<file path="src/rtl/rgb2yuv.sv">
// rgb2yuv: 3-stage full-range BT.601 RGB->YUV converter with bypass, sideband delay and no backpressure.
// Define RGB2YUV_YSUM_EN to add the per-frame luma accumulator outputs y_sum / y_sum_valid.

`ifndef DTYPE_WIDTH
`define DTYPE_WIDTH 4
`endif
`ifndef DTYPE_FRAME_START
`define DTYPE_FRAME_START 4'h1
`endif
`ifndef DTYPE_ROW_START
`define DTYPE_ROW_START 4'h2
`endif
`ifndef DTYPE_ROW_END
`define DTYPE_ROW_END 4'h3
`endif
`ifndef DTYPE_FRAME_END
`define DTYPE_FRAME_END 4'h4
`endif
`ifndef DTYPE_PIXEL
`define DTYPE_PIXEL 4'h8
`endif
`ifndef DTYPE_PIXEL_MASK
`define DTYPE_PIXEL_MASK 4'h8
`endif

module rgb2yuv #(
  parameter int unsigned UV_OFFSET = 128
) (
  input  logic                    clk,
  input  logic                    resetb,
  input  logic                    enable,
  input  logic                    dvi,
  input  logic [`DTYPE_WIDTH-1:0] dtypei,
  input  logic [15:0]             meta_datai,
  input  logic [7:0]              ri,
  input  logic [7:0]              gi,
  input  logic [7:0]              bi,
  output logic                    dvo,
  output logic [`DTYPE_WIDTH-1:0] dtypeo,
  output logic [15:0]             meta_datao,
  output logic [7:0]              yo,
  output logic [7:0]              uo,
  output logic [7:0]              vo
`ifdef RGB2YUV_YSUM_EN
  ,
  output logic [31:0]             y_sum,
  output logic                    y_sum_valid
`endif
);

  localparam int DW = `DTYPE_WIDTH;
  localparam logic signed [17:0] UV_OFF = 18'(UV_OFFSET);
  localparam logic signed [17:0] ROUND  = 18'sd128;

  // Zero-extend an unsigned 16b product into the signed 18b sum domain.
  function automatic logic signed [17:0] ext(input logic [15:0] p);
    return $signed({2'b00, p});
  endfunction

  // Floor-shift out the 8 fraction bits, add the offset and clamp to 0..255.
  function automatic logic [7:0] sat8(input logic signed [17:0] s,
                                      input logic signed [17:0] off);
    logic signed [17:0] v;
    v = (s >>> 8) + off;
    if (v < 18'sd0)
      return 8'd0;
    else if (v > 18'sd255)
      return 8'hFF;
    else
      return v[7:0];
  endfunction

  // Stage 1: sideband, enable, raw pixel and the nine unsigned products.
  logic          s1_dv, s1_en;
  logic [DW-1:0] s1_dtype;
  logic [15:0]   s1_meta;
  logic [7:0]    s1_r, s1_g, s1_b;
  logic [15:0]   s1_yr, s1_yg, s1_yb;
  logic [15:0]   s1_ur, s1_ug, s1_ub;
  logic [15:0]   s1_vr, s1_vg, s1_vb;

  // Stage 2: sideband, enable, raw pixel and the three signed sums.
  logic                s2_dv, s2_en;
  logic [DW-1:0]       s2_dtype;
  logic [15:0]         s2_meta;
  logic [7:0]          s2_r, s2_g, s2_b;
  logic signed [17:0]  s2_ys, s2_us, s2_vs;

  // NOTE: every pipeline register is reset, so a mid-stream reset discards in-flight beats
  // and no stale dvo can emerge afterwards; all state uses non-blocking assignment.
  always_ff @(posedge clk or negedge resetb) begin
    if (!resetb) begin
      s1_dv    <= 1'b0;
      s1_en    <= 1'b0;
      s1_dtype <= '0;
      s1_meta  <= '0;
      s1_r     <= '0;
      s1_g     <= '0;
      s1_b     <= '0;
      s1_yr    <= '0;
      s1_yg    <= '0;
      s1_yb    <= '0;
      s1_ur    <= '0;
      s1_ug    <= '0;
      s1_ub    <= '0;
      s1_vr    <= '0;
      s1_vg    <= '0;
      s1_vb    <= '0;
    end else begin
      s1_dv    <= dvi;
      s1_en    <= enable;
      s1_dtype <= dtypei;
      s1_meta  <= meta_datai;
      s1_r     <= ri;
      s1_g     <= gi;
      s1_b     <= bi;
      s1_yr    <= 16'(ri) * 16'd77;
      s1_yg    <= 16'(gi) * 16'd150;
      s1_yb    <= 16'(bi) * 16'd29;
      s1_ur    <= 16'(ri) * 16'd43;
      s1_ug    <= 16'(gi) * 16'd85;
      s1_ub    <= 16'(bi) * 16'd128;
      s1_vr    <= 16'(ri) * 16'd128;
      s1_vg    <= 16'(gi) * 16'd107;
      s1_vb    <= 16'(bi) * 16'd21;
    end
  end

  always_ff @(posedge clk or negedge resetb) begin
    if (!resetb) begin
      s2_dv    <= 1'b0;
      s2_en    <= 1'b0;
      s2_dtype <= '0;
      s2_meta  <= '0;
      s2_r     <= '0;
      s2_g     <= '0;
      s2_b     <= '0;
      s2_ys    <= '0;
      s2_us    <= '0;
      s2_vs    <= '0;
    end else begin
      s2_dv    <= s1_dv;
      s2_en    <= s1_en;
      s2_dtype <= s1_dtype;
      s2_meta  <= s1_meta;
      s2_r     <= s1_r;
      s2_g     <= s1_g;
      s2_b     <= s1_b;
      s2_ys    <= ext(s1_yr) + ext(s1_yg) + ext(s1_yb) + ROUND;
      s2_us    <= ext(s1_ub) - ext(s1_ur) - ext(s1_ug) + ROUND;
      s2_vs    <= ext(s1_vr) - ext(s1_vg) - ext(s1_vb) + ROUND;
    end
  end

  // Stage 3: scale/offset/saturate, or bypass the raw pixel unchanged.
  always_ff @(posedge clk or negedge resetb) begin
    if (!resetb) begin
      dvo        <= 1'b0;
      dtypeo     <= '0;
      meta_datao <= '0;
      yo         <= '0;
      uo         <= '0;
      vo         <= '0;
    end else begin
      dvo        <= s2_dv;
      dtypeo     <= s2_dtype;
      meta_datao <= s2_meta;
      if (s2_en) begin
        yo <= sat8(s2_ys, 18'sd0);
        uo <= sat8(s2_us, UV_OFF);
        vo <= sat8(s2_vs, UV_OFF);
      end else begin
        yo <= s2_r;
        uo <= s2_g;
        vo <= s2_b;
      end
    end
  end

`ifdef RGB2YUV_YSUM_EN
  logic [31:0] y_acc;
  logic        out_fs, out_fe, out_pix;

  always_comb begin
    out_fs  = dvo && (dtypeo == `DTYPE_FRAME_START);
    out_fe  = dvo && (dtypeo == `DTYPE_FRAME_END);
    out_pix = dvo && ((dtypeo & `DTYPE_PIXEL_MASK) != '0);
  end

  // Accumulates the output-side luma; the total is published one cycle after FRAME_END.
  always_ff @(posedge clk or negedge resetb) begin
    if (!resetb) begin
      y_acc       <= '0;
      y_sum       <= '0;
      y_sum_valid <= 1'b0;
    end else begin
      if (out_fs)
        y_acc <= '0;
      else if (out_pix)
        y_acc <= y_acc + {24'd0, yo};
      y_sum_valid <= out_fe;
      if (out_fe)
        y_sum <= y_acc;
    end
  end
`endif

endmodule
</file>
<file path="config.mk">
export PLATFORM = sky130hd
export DESIGN_NAME = rgb2yuv
export DESIGN_NICKNAME = d
export VERILOG_FILES = /design/src/rtl/rgb2yuv.sv
export SDC_FILE = /design/constraint.sdc
export NUM_CORES = 1
export LEC_CHECK = 0
export CAP_MARGIN = 10
export CORE_UTILIZATION = 60
export DETAILED_ROUTE_END_ITERATION = 16
export PLACE_DENSITY = 0.89
export SYNTH_ARGS = -nofsm -noshare
export SYNTH_HDL_FRONTEND = slang
export SYNTH_SLANG_ARGS = --single-unit
</file>
<file path="constraint.sdc">
create_clock -name clk -period 9.83 [get_ports clk]
set_clock_uncertainty 0.15 [all_clocks]
set_input_delay 2.4575 -clock clk [delete_from_list [all_inputs] [get_ports clk]]
set_output_delay 2.4575 -clock clk [all_outputs]
set_load 0.005 [all_outputs]
</file>
==> results.ini <==
[outcome]
status=finished clean

[synth]
syn_inst=1479
synth_nets=1903
synth_seq_cells=251
synth_edf_count=0
synth_ff_type=dfrtp_1
async_flop_share_pct=100
ys_types=65
yosys_warnings=0
avgSynthCellArea_um2=11.0
ys_seq_area_share_pct=38.5
netlist_area_um2=16300

[sta]
rsz0062_at_grt=no
setup_tns_ns=0
finalHoldViolations=0
min_period_over_period_pct=64.0
slew_violations=0
final.min_clock_period_ns=6.29
max_slew_margin_pct=32.9
setup_viol=0
worst_slew_pin_slew_ns=1.01
max_freq_ghz=0.159

[floorplanning]
die_w_um=167
rows=59
initial_core_util_pct=61.9
core_area_um2=26400
ios=93
dieArea_um2=27900
die_y_um=167

[global_routing]
grt_use_total_pct=26.1
overflow=0
grt_pass1_wl_um=57600
grt_pass1_vias=11598
grt_max_degree=100
antenna_found_initial=0

[clock_network]
clkSinkCount=251
htreeDepth=1
insertion_delay_ns=0.54
cts_root_buf=clkbuf_16
postCtsResizedCells=0
cts.reportedPaths.clkPinSlew_ns=0.06
cts_buffers=26
post_cts_buffers=0
hold_buffers=0
ctsLongestPathBuffers=3
cts_tree=built

[finish]
fin_nets=2019
drive_above_1_share_pct=4.46
fin_area_um2=18600
diodes=0
layout_common_cells=ha_1 (307), dfrtp_1 (251), inv_1 (232)
utilization_pct=70.4
fillers=1740
synthToLayoutAreaGrowth_pct=13.7
final_common_cell=ha_1

[critical_path]
worstPathArrival_ns=6.56
critical_path.startpoint_type=input port
end_kind=flip-flop
cp.required_ns=10.10
critPathKind=input port to flip-flop
cp_max_fo=11

[power]
leakage_nw=9.43
peakVddDrop_mv=0.258
p_per_area_nw_per_um2=331
p_total_mw=6.13

[place]
portBuffers=92
dp_hpwl_um=27300
place_congestion=0.867
dpl_cell_area_um2=17700

[detailed_routing]
drtIter0Drc=684
wire_per_inst_um=17.8
drt_wl_total_um=34800
vias=11083
drtPass1Iterations=5
ant_nets=0
avgViaCountPerCell=5.69
route.detailed.drc=0

[run]
maxCapViolations=0

[min_path]
hp-class=flip-flop to flip-flop

-- cell type report --
cell class | instances | area [um^2] | area share (%)
clock buffer | 35 | 744 | 4.01
clock inverter | 12 | 156 | 0.843
tap | 335 | 419 | 2.26
sequential | 251 | 6280 | 33.8
multi-input combinational | 989 | 9140 | 49.2
timing repair buffer | 95 | 948 | 5.11
inverter | 232 | 871 | 4.69
-- kinds of logic after synthesis --
kind of cell               after synthesis  share of synthesized area (%)
AOI/OAI and AO/OA                      228                           9.58
xor gates and xnor gates               112                           6.01
adders and majority gates              376                           32.0
buffers and inverters                  239                           5.51
DFF                                    251                           38.5
muxes                                    9                          0.621
and+or+nand+nor                        264                           7.78
-- worst paths after layout --
path,startpoint,to,slack (ns),cells after the start
min in group asynchronous,resetb,s1_ub[14]$_DFF_PN0_,1.79,1
max reg2reg,s1_g[0]$_DFF_PN0_,s2_vs[17]$_DFF_PN0_,5.63,14
max in group asynchronous,resetb,s1_yg[15]$_DFF_PN0_,6.24,2
min,s2_meta[0]$_DFF_PN0_,meta_datao[0]$_DFF_PN0_,0.18,0
min reg2reg,s2_meta[0]$_DFF_PN0_,meta_datao[0]$_DFF_PN0_,0.18,0
max,gi[6],s1_yg[14]$_DFF_PN0_,3.54,12
-- stage by stage --
stage / std cells / worst slack [ns] / hold slack [ns]
finish: 1949 / 3.54 / 0.176
global route: 1949 / 3.41 / 0.179
CTS: 1949 / 3.60 / 0.181
detailed placement: 1902 / 3.06 / 0.185
global placement: 1902 / 3.16 / 0.181
floorplan: 1479 / 4.14 / 0.181
-- critical path: stages --
cell and delay (ns):
clkdlybuf4s50_1 0.88, ha_1 0.41, ha_1 0.30, inv_1 0.05, fa_1 0.48, fa_1 0.51, inv_1 0.04, ha_1 0.22
or3_1 0.38, a211oi_1 0.32, o31ai_1 0.19, o311ai_1 0.30
-- synthesized netlist by cell type, drive strengths merged, types with 5 or more instances --
library cell,instances,area share [%]
ha,307,24
dfrtp,251,38
inv,232,5.3
nor2,87,2.0
xnor2,72,3.9
fa,69,8.5
nand2,61,1.4
a21oi,59,1.9
xor2,40,2.1
o21ai,30,0.92
nor3,27,0.83
a21o,23,1.1
o22ai,17,0.65
nand3,16,0.49
o21a,15,0.69
o211ai,14,0.64
nand2b,12,0.46
nor2b,11,0.42
a31oi,9,0.35
mux2,9,0.62
o21bai,9,0.44
and3,8,0.31
or3,8,0.31
nand4,7,0.27
o311ai,7,0.38
o31ai,6,0.36
or4,6,0.28
a2111oi,5,0.27
a311oi,5,0.27
a31o,5,0.27
clkbuf,5,0.12
nor4,5,0.23
-- flip-flops by register name, indices dropped and copies added (netlist names), 10 cells and up --
| name | flops |
|---|---|
| meta_datao | 16 |
| s1_meta | 16 |
| s2_meta | 16 |
| s1_vg | 14 |
| s1_ug | 13 |
| s1_ur | 13 |
| s1_vb | 13 |
| s1_yr | 13 |
| s1_yb | 10 |
| s1_yg | 10 |
| s2_us | 10 |
| s2_vs | 10 |
| s2_ys | 10 |
-- power breakdown --
part	total [mW]	internal, mW	switching (mW)
Sequential	1.50	1.35	0.153
Combinational	3.61	1.62	1.99
Clock	1.02	0.612	0.407
Total	6.13	3.58	2.55
-- routing by layer --
| layer | global-route usage (%) | share of wire [%] |
|---|---|---|
| met5 | 0 | 0 |
| met4 | 12.0 | 4.6 |
| met3 | 3.56 | 4.4 |
| met2 | 45.8 | 50 |
| met1 | 31.9 | 41 |
Power figures use the tool's default switching activity.
